==> src/rtl/segdisp_scan.sv <==
// segdisp_scan: CPU-mapped, time-multiplexed 7-segment controller that scans NDIG digits with per-slot dead-time.
// Latency: bus writes commit at the posedge; seg/dig reflect them one edge later. Read data is on dout the cycle after the access.
// Backpressure: none. The bus accepts one access per cycle and seg/dig are free-running outputs.
//
// Ports:
//   clk      system clock (single domain)
//   rst      synchronous reset, active-high
//   cs       chip select; read=1 reads, read=0 writes
//   address  register index: 0..NDIG-1 DIGITn, NDIG CTRL, NDIG+1 BLANK, others unmapped (read 8'hFF)
//   din      write data
//   dout     registered read data; holds between reads
//   seg      {dp,g,f,e,d,c,b,a}; polarity per SEG_ACT_LOW
//   dig      one-hot digit enable, bit0 = leftmost; polarity per DIG_ACT_LOW
//
// Build option: define SEGDISP_PWM_EN to add the brightness PWM driven by CTRL[7:4].
// Without it, CTRL[7:4] reads 4'hF and digits are lit for the whole active phase.
module segdisp_scan #(
    parameter int NDIG        = 4,
    parameter int ADDR_W      = 4,
    parameter int DIV         = 2048,
    parameter int DEAD        = 4,
    parameter int SEG_ACT_LOW = 1,
    parameter int DIG_ACT_LOW = 0
) (
    input  logic              clk,
    input  logic              rst,
    input  logic              cs,
    input  logic              read,
    input  logic [ADDR_W-1:0] address,
    input  logic [7:0]        din,
    output logic [7:0]        dout,
    output logic [7:0]        seg,
    output logic [NDIG-1:0]   dig
);

    localparam int IDX_W = (NDIG > 1) ? $clog2(NDIG) : 1;
    localparam int PW    = (DIV > 1) ? $clog2(DIV) : 1;

    localparam logic [ADDR_W-1:0] CTRL_ADDR  = ADDR_W'(NDIG);
    localparam logic [ADDR_W-1:0] BLANK_ADDR = ADDR_W'(NDIG + 1);
    localparam logic [PW-1:0]     PRESC_MAX  = PW'(DIV - 1);
    localparam logic [IDX_W-1:0]  IDX_MAX    = IDX_W'(NDIG - 1);

    // Segment levels driven while nothing is shown.
    localparam logic [7:0]      SEG_OFF = (SEG_ACT_LOW != 0) ? 8'hFF : 8'h00;
    localparam logic [NDIG-1:0] DIG_OFF = (DIG_ACT_LOW != 0) ? {NDIG{1'b1}} : {NDIG{1'b0}};

    // ------------------------------------------------------------------
    // Register file
    // ------------------------------------------------------------------
    logic [7:0]      digit_q [NDIG];
    logic            en_q;
    logic            raw_q;
    logic [NDIG-1:0] blank_q;
    logic [3:0]      bri_rd;

    logic wr_acc;
    logic rd_acc;

    assign wr_acc = cs && !read;
    assign rd_acc = cs && read;

    always_ff @(posedge clk) begin
        if (rst) begin
            for (int i = 0; i < NDIG; i++) begin
                digit_q[i] <= 8'h00;
            end
            en_q    <= 1'b1;
            raw_q   <= 1'b0;
            blank_q <= '0;
        end else if (wr_acc) begin
            for (int i = 0; i < NDIG; i++) begin
                if (address == ADDR_W'(i)) begin
                    digit_q[i] <= din;
                end
            end
            if (address == CTRL_ADDR) begin
                en_q  <= din[0];
                raw_q <= din[1];
            end
            if (address == BLANK_ADDR) begin
                blank_q <= din[NDIG-1:0];
            end
        end
    end

    // ------------------------------------------------------------------
    // Optional brightness PWM
    // ------------------------------------------------------------------
    logic pwm_on;

`ifdef SEGDISP_PWM_EN
    logic [3:0] bri_q;
    logic [3:0] pwm_q;

    always_ff @(posedge clk) begin
        if (rst) begin
            bri_q <= 4'hF;
        end else if (wr_acc && (address == CTRL_ADDR)) begin
            bri_q <= din[7:4];
        end
    end

    // Free-running 16-step duty counter, independent of the scan.
    always_ff @(posedge clk) begin
        if (rst) begin
            pwm_q <= 4'h0;
        end else begin
            pwm_q <= pwm_q + 4'h1;
        end
    end

    // Brightness 15 keeps the digit on for all 16 steps, 0 for one step.
    assign pwm_on = (pwm_q <= bri_q);
    assign bri_rd = bri_q;
`else
    assign pwm_on = 1'b1;
    assign bri_rd = 4'hF;
`endif

    // ------------------------------------------------------------------
    // Bus read path
    // ------------------------------------------------------------------
    logic [7:0] rd_dat;

    always_comb begin
        rd_dat = 8'hFF;
        for (int i = 0; i < NDIG; i++) begin
            if (address == ADDR_W'(i)) begin
                rd_dat = digit_q[i];
            end
        end
        if (address == CTRL_ADDR) begin
            rd_dat = {bri_rd, 2'b00, raw_q, en_q};
        end
        if (address == BLANK_ADDR) begin
            // Unimplemented BLANK bits read as zero.
            rd_dat = 8'(blank_q);
        end
    end

    always_ff @(posedge clk) begin
        if (rst) begin
            dout <= 8'hFF;
        end else if (rd_acc) begin
            dout <= rd_dat;
        end
    end

    // ------------------------------------------------------------------
    // Scan timing: prescaler gives the position within a slot, idx the slot.
    // Both sit at zero while disabled so re-enabling always starts at digit 0
    // with a full dead-time.
    // ------------------------------------------------------------------
    logic [PW-1:0]    presc_q;
    logic [IDX_W-1:0] idx_q;

    always_ff @(posedge clk) begin
        if (rst || !en_q) begin
            presc_q <= '0;
            idx_q   <= '0;
        end else if (presc_q == PRESC_MAX) begin
            presc_q <= '0;
            idx_q   <= (idx_q == IDX_MAX) ? '0 : idx_q + 1'b1;
        end else begin
            presc_q <= presc_q + 1'b1;
        end
    end

    logic in_dead;

    generate
        if (DEAD == 0) begin : g_no_dead
            assign in_dead = 1'b0;
        end else begin : g_dead
            assign in_dead = (presc_q < PW'(DEAD));
        end
    endgenerate

    // ------------------------------------------------------------------
    // Segment generation
    // ------------------------------------------------------------------
    function automatic logic [6:0] hex7(input logic [3:0] n);
        // {g,f,e,d,c,b,a}, active-high
        hex7 = 7'h00;
        case (n)
            4'h0: hex7 = 7'h3F;
            4'h1: hex7 = 7'h06;
            4'h2: hex7 = 7'h5B;
            4'h3: hex7 = 7'h4F;
            4'h4: hex7 = 7'h66;
            4'h5: hex7 = 7'h6D;
            4'h6: hex7 = 7'h7D;
            4'h7: hex7 = 7'h07;
            4'h8: hex7 = 7'h7F;
            4'h9: hex7 = 7'h6F;
            4'hA: hex7 = 7'h77;
            4'hB: hex7 = 7'h7C;
            4'hC: hex7 = 7'h39;
            4'hD: hex7 = 7'h5E;
            4'hE: hex7 = 7'h79;
            4'hF: hex7 = 7'h71;
            default: hex7 = 7'h00;
        endcase
    endfunction

    logic [7:0]      cur_dat;
    logic            cur_blank;
    logic            lit;
    logic [7:0]      seg_nxt;
    logic [NDIG-1:0] dig_nxt;

    always_comb begin
        cur_dat   = 8'h00;
        cur_blank = 1'b0;
        for (int i = 0; i < NDIG; i++) begin
            if (idx_q == IDX_W'(i)) begin
                cur_dat   = digit_q[i];
                cur_blank = blank_q[i];
            end
        end
    end

    assign lit = en_q && !in_dead && !cur_blank && pwm_on;

    // Segments are forced dark together with the digit enables so no ghost
    // pattern is driven while every digit is off.
    always_comb begin
        seg_nxt = 8'h00;
        dig_nxt = '0;
        if (lit) begin
            seg_nxt = raw_q ? cur_dat : {cur_dat[7], hex7(cur_dat[3:0])};
            for (int i = 0; i < NDIG; i++) begin
                dig_nxt[i] = (idx_q == IDX_W'(i));
            end
        end
    end

    always_ff @(posedge clk) begin
        if (rst) begin
            seg <= SEG_OFF;
            dig <= DIG_OFF;
        end else begin
            seg <= (SEG_ACT_LOW != 0) ? ~seg_nxt : seg_nxt;
            dig <= (DIG_ACT_LOW != 0) ? ~dig_nxt : dig_nxt;
        end
    end

endmodule
==> config.mk <==
export PLATFORM = sky130hd
export DESIGN_NAME = segdisp_scan
export DESIGN_NICKNAME = d
export VERILOG_FILES = /design/src/rtl/segdisp_scan.sv
export SDC_FILE = /design/constraint.sdc
export NUM_CORES = 1
export LEC_CHECK = 0
export BUFFER_PORTS_ARGS = -buffer_cell sky130_fd_sc_hd__clkbuf_2
export CORE_AREA = 10 10 102 104
export CTS_BUF_LIST = sky130_fd_sc_hd__clkbuf_4
export DETAILED_ROUTE_END_ITERATION = 8
export DIE_AREA = 0 0 112 114
export HOLD_SLACK_MARGIN = 0.15
export PLACE_DENSITY = 0.6
export SYNTH_ARGS = -nofsm -noshare
export SYNTH_HDL_FRONTEND = slang
export SYNTH_SLANG_ARGS = --single-unit
==> constraint.sdc <==
create_clock -name clk -period 3.3 [get_ports clk]
set_input_delay 0.33 -clock clk [delete_from_list [all_inputs] [get_ports clk]]
set_output_delay 0.33 -clock clk [all_outputs]
set_load 0.01 [all_outputs]
* Yosys cells after proc, flatten, opt, wreduce, memory -nomap -nowiden
Memory sizes are Yosys's and may differ from the RTL's. Cells that the tools add are included. Widths: inputs -> output; s select.
Word-level totals: register bits after elaboration 39, RAM bits 32, bits in read-only memories 112, bits of input ports 16, output and inout port bits 20, word-level logic and storage cells 82, memories 2
Cells by class: add/subtract/negate cells 2, order comparisons 1, equality and inequality tests 9, muxes and demuxes 39, bitwise logic cells 6, reductions and logical operators 15
Memory list:
- (name not given) | depth 16, bits a word 7, rd ports 1, clocked after memory_dff 0, write ports 0, line 186 | case (n)
- digit_q | depth 4, bits a word 8, rd ports 4, clocked after memory_dff 0, write ports 4, line 51 | logic [7:0] digit_q [NDIG];
Operator list (count):
- $mux 8 | 15
- $mux 1 | 22
- $add 11x1->11 const B | 1
- $eq 11x11->1 const B | 1
- $lt 11x3->1 const B | 1
- $eq 4x2->1 const B | 2
- $eq 4x3->1 const B | 2
- $not 8->8 | 1
- $mux 7 | 1
- $eq 2x2->1 const B | 2
- $eq 4x1->1 const B | 1
- $logic_and 1x1->1 | 4
- $logic_not 1->1 | 4
- $logic_not 4->1 | 1
- $or 1x1->1 | 4
- $reduce_and 2->1 | 2
- $reduce_or 2->1 | 2
- $add 2x1->2 const B | 1
- $eq 2x1->1 const B | 1
- $logic_not 2->1 | 1
- $mux 2 | 1
- $logic_or 1x1->1 | 1
- $not 1->1 | 1

* Logic depth before layout (Yosys ltp)
depth in word-level cells 9, mapped depth 11

* Least setup slack after synthesis
No wires, ideal clock.
path type reg-to-reg, start register idx_q[0], end register seg[0], data arrival time 2.264 ns, required time 3.180 ns, path slack 0.917 ns, cell stages (with the launch flop) 12, buffers on the path 2, clock period less this slack 2.383 ns, path through dfxtp_1 -> inv_1 -> ha_1 -> buf_2 -> buf_1 -> a21oi_1 -> a22oi_1 -> inv_1 -> ha_1 -> mux2i_1 -> o221ai_1 -> a211o_1
On the way: cells in the longest elaborated chain, start to end 9, elaborated cells on any way between the ends 18
RTL lines:
- start, declared | line 156 | logic [IDX_W-1:0] idx_q;
- start signal, assigned | line 164 | idx_q <= (idx_q == IDX_MAX) ? '0 : idx_q + 1'b1;
- $logic_not 2->1 | line 217 | if (idx_q == IDX_W'(i)) begin
- $mux 8 / $mux 1 (equally long branches) (4 in series) | line 217
- $mem_v2 16x7 / $logic_not 1->1 (equally long branches)
- $mux 7 / $logic_and 1x1->1 (equally long branches) | line 232, 224
- $mux 8 * | line 231 | if (lit) begin
- $not 8->8 * | line 244 | seg <= (SEG_ACT_LOW != 0) ? ~seg_nxt : seg_nxt;
- end signal, assigned | line 244
- end, declared | line 32 | output logic [7:0] seg,
Every way passes the cells marked *; elsewhere a longest branch is shown, timed or not. A chain may end at the register's enable or synchronous reset.

* Worst setup path after layout
Same ends and word-level chain as after synthesis.

==> impl_metrics.yaml <==
outcome:
  run_status: "finished clean"
critical_path:
  cp.arrival_ns: 3.01
  reg2reg_setup_slack_ns: 0.61
  critical_path.startpoint_type: "flip-flop"
  path_cells: "inv_1 > ha_1 > a21oi_1 > o21ai_0 > a22oi_1 > inv_1 > ha_1 > mux2i_1 > o221ai_1 > a211o_1"
  critPathMaxStageDelay_ns: 0.43
  end_kind: "flip-flop"
  worst-r2r-cell-count: 10
  crit_required_ns: 3.61
  crit_path_top_delay_cell: "a22oi_1"
  criticalPathCategory: "flip-flop to flip-flop"
  setup.worst_path.end: "seg[0]"
  cp_max_fo: 19
  r2r_start: "idx_q[0]"
  r2r-end: "seg[0]"
  critPathLaunch: "idx_q[0]"
logic_synthesis:
  yosys_warnings: 0
  synth_nets: 395
  synth-async-reset-ratio_pct: 0
  synth_edf_count: 32
  syn_inst: 367
  avgSynthCellArea_sq_um: 9.99
  synth_seq_cells: 71
  synth_cell_types: 58
  syn_area_sq_mm: 0.00367
  yosys_most_used_dff: "dfxtp_1"
  ys_seq_area_share_pct: 47.5
cts:
  cts_resized: 0
  htreeDepth: 3
  cts_setup_buffers: 0
  clk_latency_ns: 0.43
  clk_pin_slew_ns: 0.11
  cts_buffers: 9
  cts_buffer_depth: 2
  cts_tree: "done"
  cts.sinks: 71
  cts_root_buf: "clkbuf_4"
  ctsHoldBuffers: 0
cells_and_area:
  antenna_cells: 0
  layout_common_cells: "dfxtp_1, and2_1, clkbuf_2"
  final_core_util_pct: 47.3
  layout_commonest_cell: "dfxtp_1"
  area_growth_pct: 9.18
  final_nets: 425
  layout-drive-gt1-share_pct: 17.4
global_route:
  antenna_found_initial: 0
  grt_use_total_pct: 13.8
  first_global_vias: 2628
  grt_pass1_wl_um: 14100
  grt_max_degree: 24
  grt_overflow: 0
timing:
  finalSetupViolCount: 0
  fin_setup_tns_ns: 0
  fin_crit_ns: 2.69
  finClkSkew_ns: 0.0150
  rsz0062_at_grt: "false"
  max_freq_mhz: 371
  tightest_slew_ns: 0.694
  period_share_pct: 81.6
  hold_violations: 0
  slew_headroom_pct: 52.6
  slew_violations: 0
routing:
  wl_per_cell_um: 17.0
  wl_um: 8680
  first_iter_violations: 110
  ant_nets: 0
  drc: 0
  vias_per_cell: 5.55
  vias: 2833
  dr.pass1.iters: 5
power:
  pwr-share-clk_pct: 28.6
  cellPowerDensity_mw_per_mm2: 400
  p_leak_nw: 1.58
  p_comb_share_pct: 10.2
  p_int_mw: 1.16
  power.switching_mw: 0.439
  max-vdd-ir-drop_uv: 177
  power_frac_seq_pct: 61.1
  sw_frac_of_total_pct: 27.4
placed_design:
  port_buffers: 35
  place_congestion: 0.801
  dp_hpwl_um: 6570
floorplan:
  die_w_um: 112
  initial_utilization_pct: 43.3
  coreArea_sq_mm: 0.00847
  ios: 36
  dieArea_sq_mm: 0.0128
  die_height_um: 114
  rows: 34
job:
  maxCapViolations: 0
hold_path:
  hold_start: "din[2]"
  hp-class: "input port to flip-flop"
## Yosys cell counts (7+ instances only)
cell | instances | area share, %
dfxtp_1 | 39 | 21
inv_1 | 13 | 1.3
nand2_1 | 24 | 2.5
nor2_1 | 28 | 2.9
a21oi_1 | 28 | 3.8
and2_1 | 37 | 6.3
nor3_1 | 7 | 0.96
mux2i_1 | 11 | 3.0
o21ai_0 | 8 | 1.1
edfxtp_1 | 32 | 26
ha_1 | 12 | 4.1
nand3_1 | 8 | 1.1
buf_2 | 8 | 1.1
a211o_1 | 8 | 1.9
## registers in the layout (all words and copies together) (netlist names)
signal	cells
dig	4
seg	8
dout	8
digit_q	32
raw_q	1
presc_q	11
blank_q	4
idx_q	2
en_q	1
## how the worst min path moves through the flow
| stage | to | cells after the start |
|---|---|---|
| floorplan | presc_q[0] | 1 |
| global placement | presc_q[0] | 1 |
| detailed placement | presc_q[0] | 1 |
| CTS | dout[2] | 3 |
| global route | digit_q[1][4] | 2 |
| finish | blank_q[2] | 3 |
## through the flow
stage	instance area [sq um]	cells	total power [mW]	setup WS (ns)	hold slack, ns
finish	4000	510	1.60	0.606	0.211
global route	4000	510	1.68	0.344	0.194
CTS	4000	510	1.62	0.621	0.189
detailed placement	3890	494	1.16	0.629	0.430
global placement	3890	494	1.16	0.750	0.430
floorplan	3670	367	1.10	0.917	0.413
## critical path, delay by kind of cell, from the launching register on
| kind | cells | cell delay [ns] |
|---|---|---|
| AOI/OAI and AO/OA | 5 | 1.08 |
| DFF | 1 | 0.41 |
| adders and majority gates | 2 | 0.69 |
| buffers and inverters | 2 | 0.24 |
| muxes | 1 | 0.16 |
## power groups by stage
| stage | clock [mW] | combinational (mW) | sequential, mW |
|---|---|---|---|
| after floorplan | 0 | 0.111 | 0.990 |
| after global placement | 0 | 0.162 | 0.999 |
| after detailed placement | 0 | 0.164 | 0.998 |
| after CTS | 0.474 | 0.165 | 0.978 |
| after global routing | 0.518 | 0.182 | 0.983 |
| final | 0.459 | 0.164 | 0.980 |
## per-layer routing
| metal | GRT usage (%) | vias to the layer above | wire length, um |
|---|---|---|---|
| li1 | - | 1390 | - |
| met1 | 19.3 | 1340 | 4260 |
| met2 | 20.1 | 95 | 3820 |
| met3 | 3.46 | 8 | 513 |
| met4 | 4.99 | 0 | 84 |
| met5 | 0 | - | 0 |
## logic make-up after synthesis
group | Yosys count | synth area share, %
DFF | 71 | 47.5
buffers and inverters | 35 | 4.57
and+or+nand+nor | 137 | 20.0
xor gates and xnor gates | 9 | 2.15
AOI/OAI and AO/OA | 89 | 17.4
adders and majority gates | 12 | 4.10
muxes | 14 | 4.23
## area by class of cell
type | count | area [sq um]
Fill cell | 808 | 4460
Clock buffer | 9 | 67.6
Timing Repair Buffer | 39 | 205
Sequential cell | 71 | 1740
Multi-Input combinational cell | 261 | 1760
Clock inverter | 7 | 40.0
Tap cell | 108 | 135
Inverter | 15 | 56.3
No activity file was read; power rests on OpenSTA's default activity.
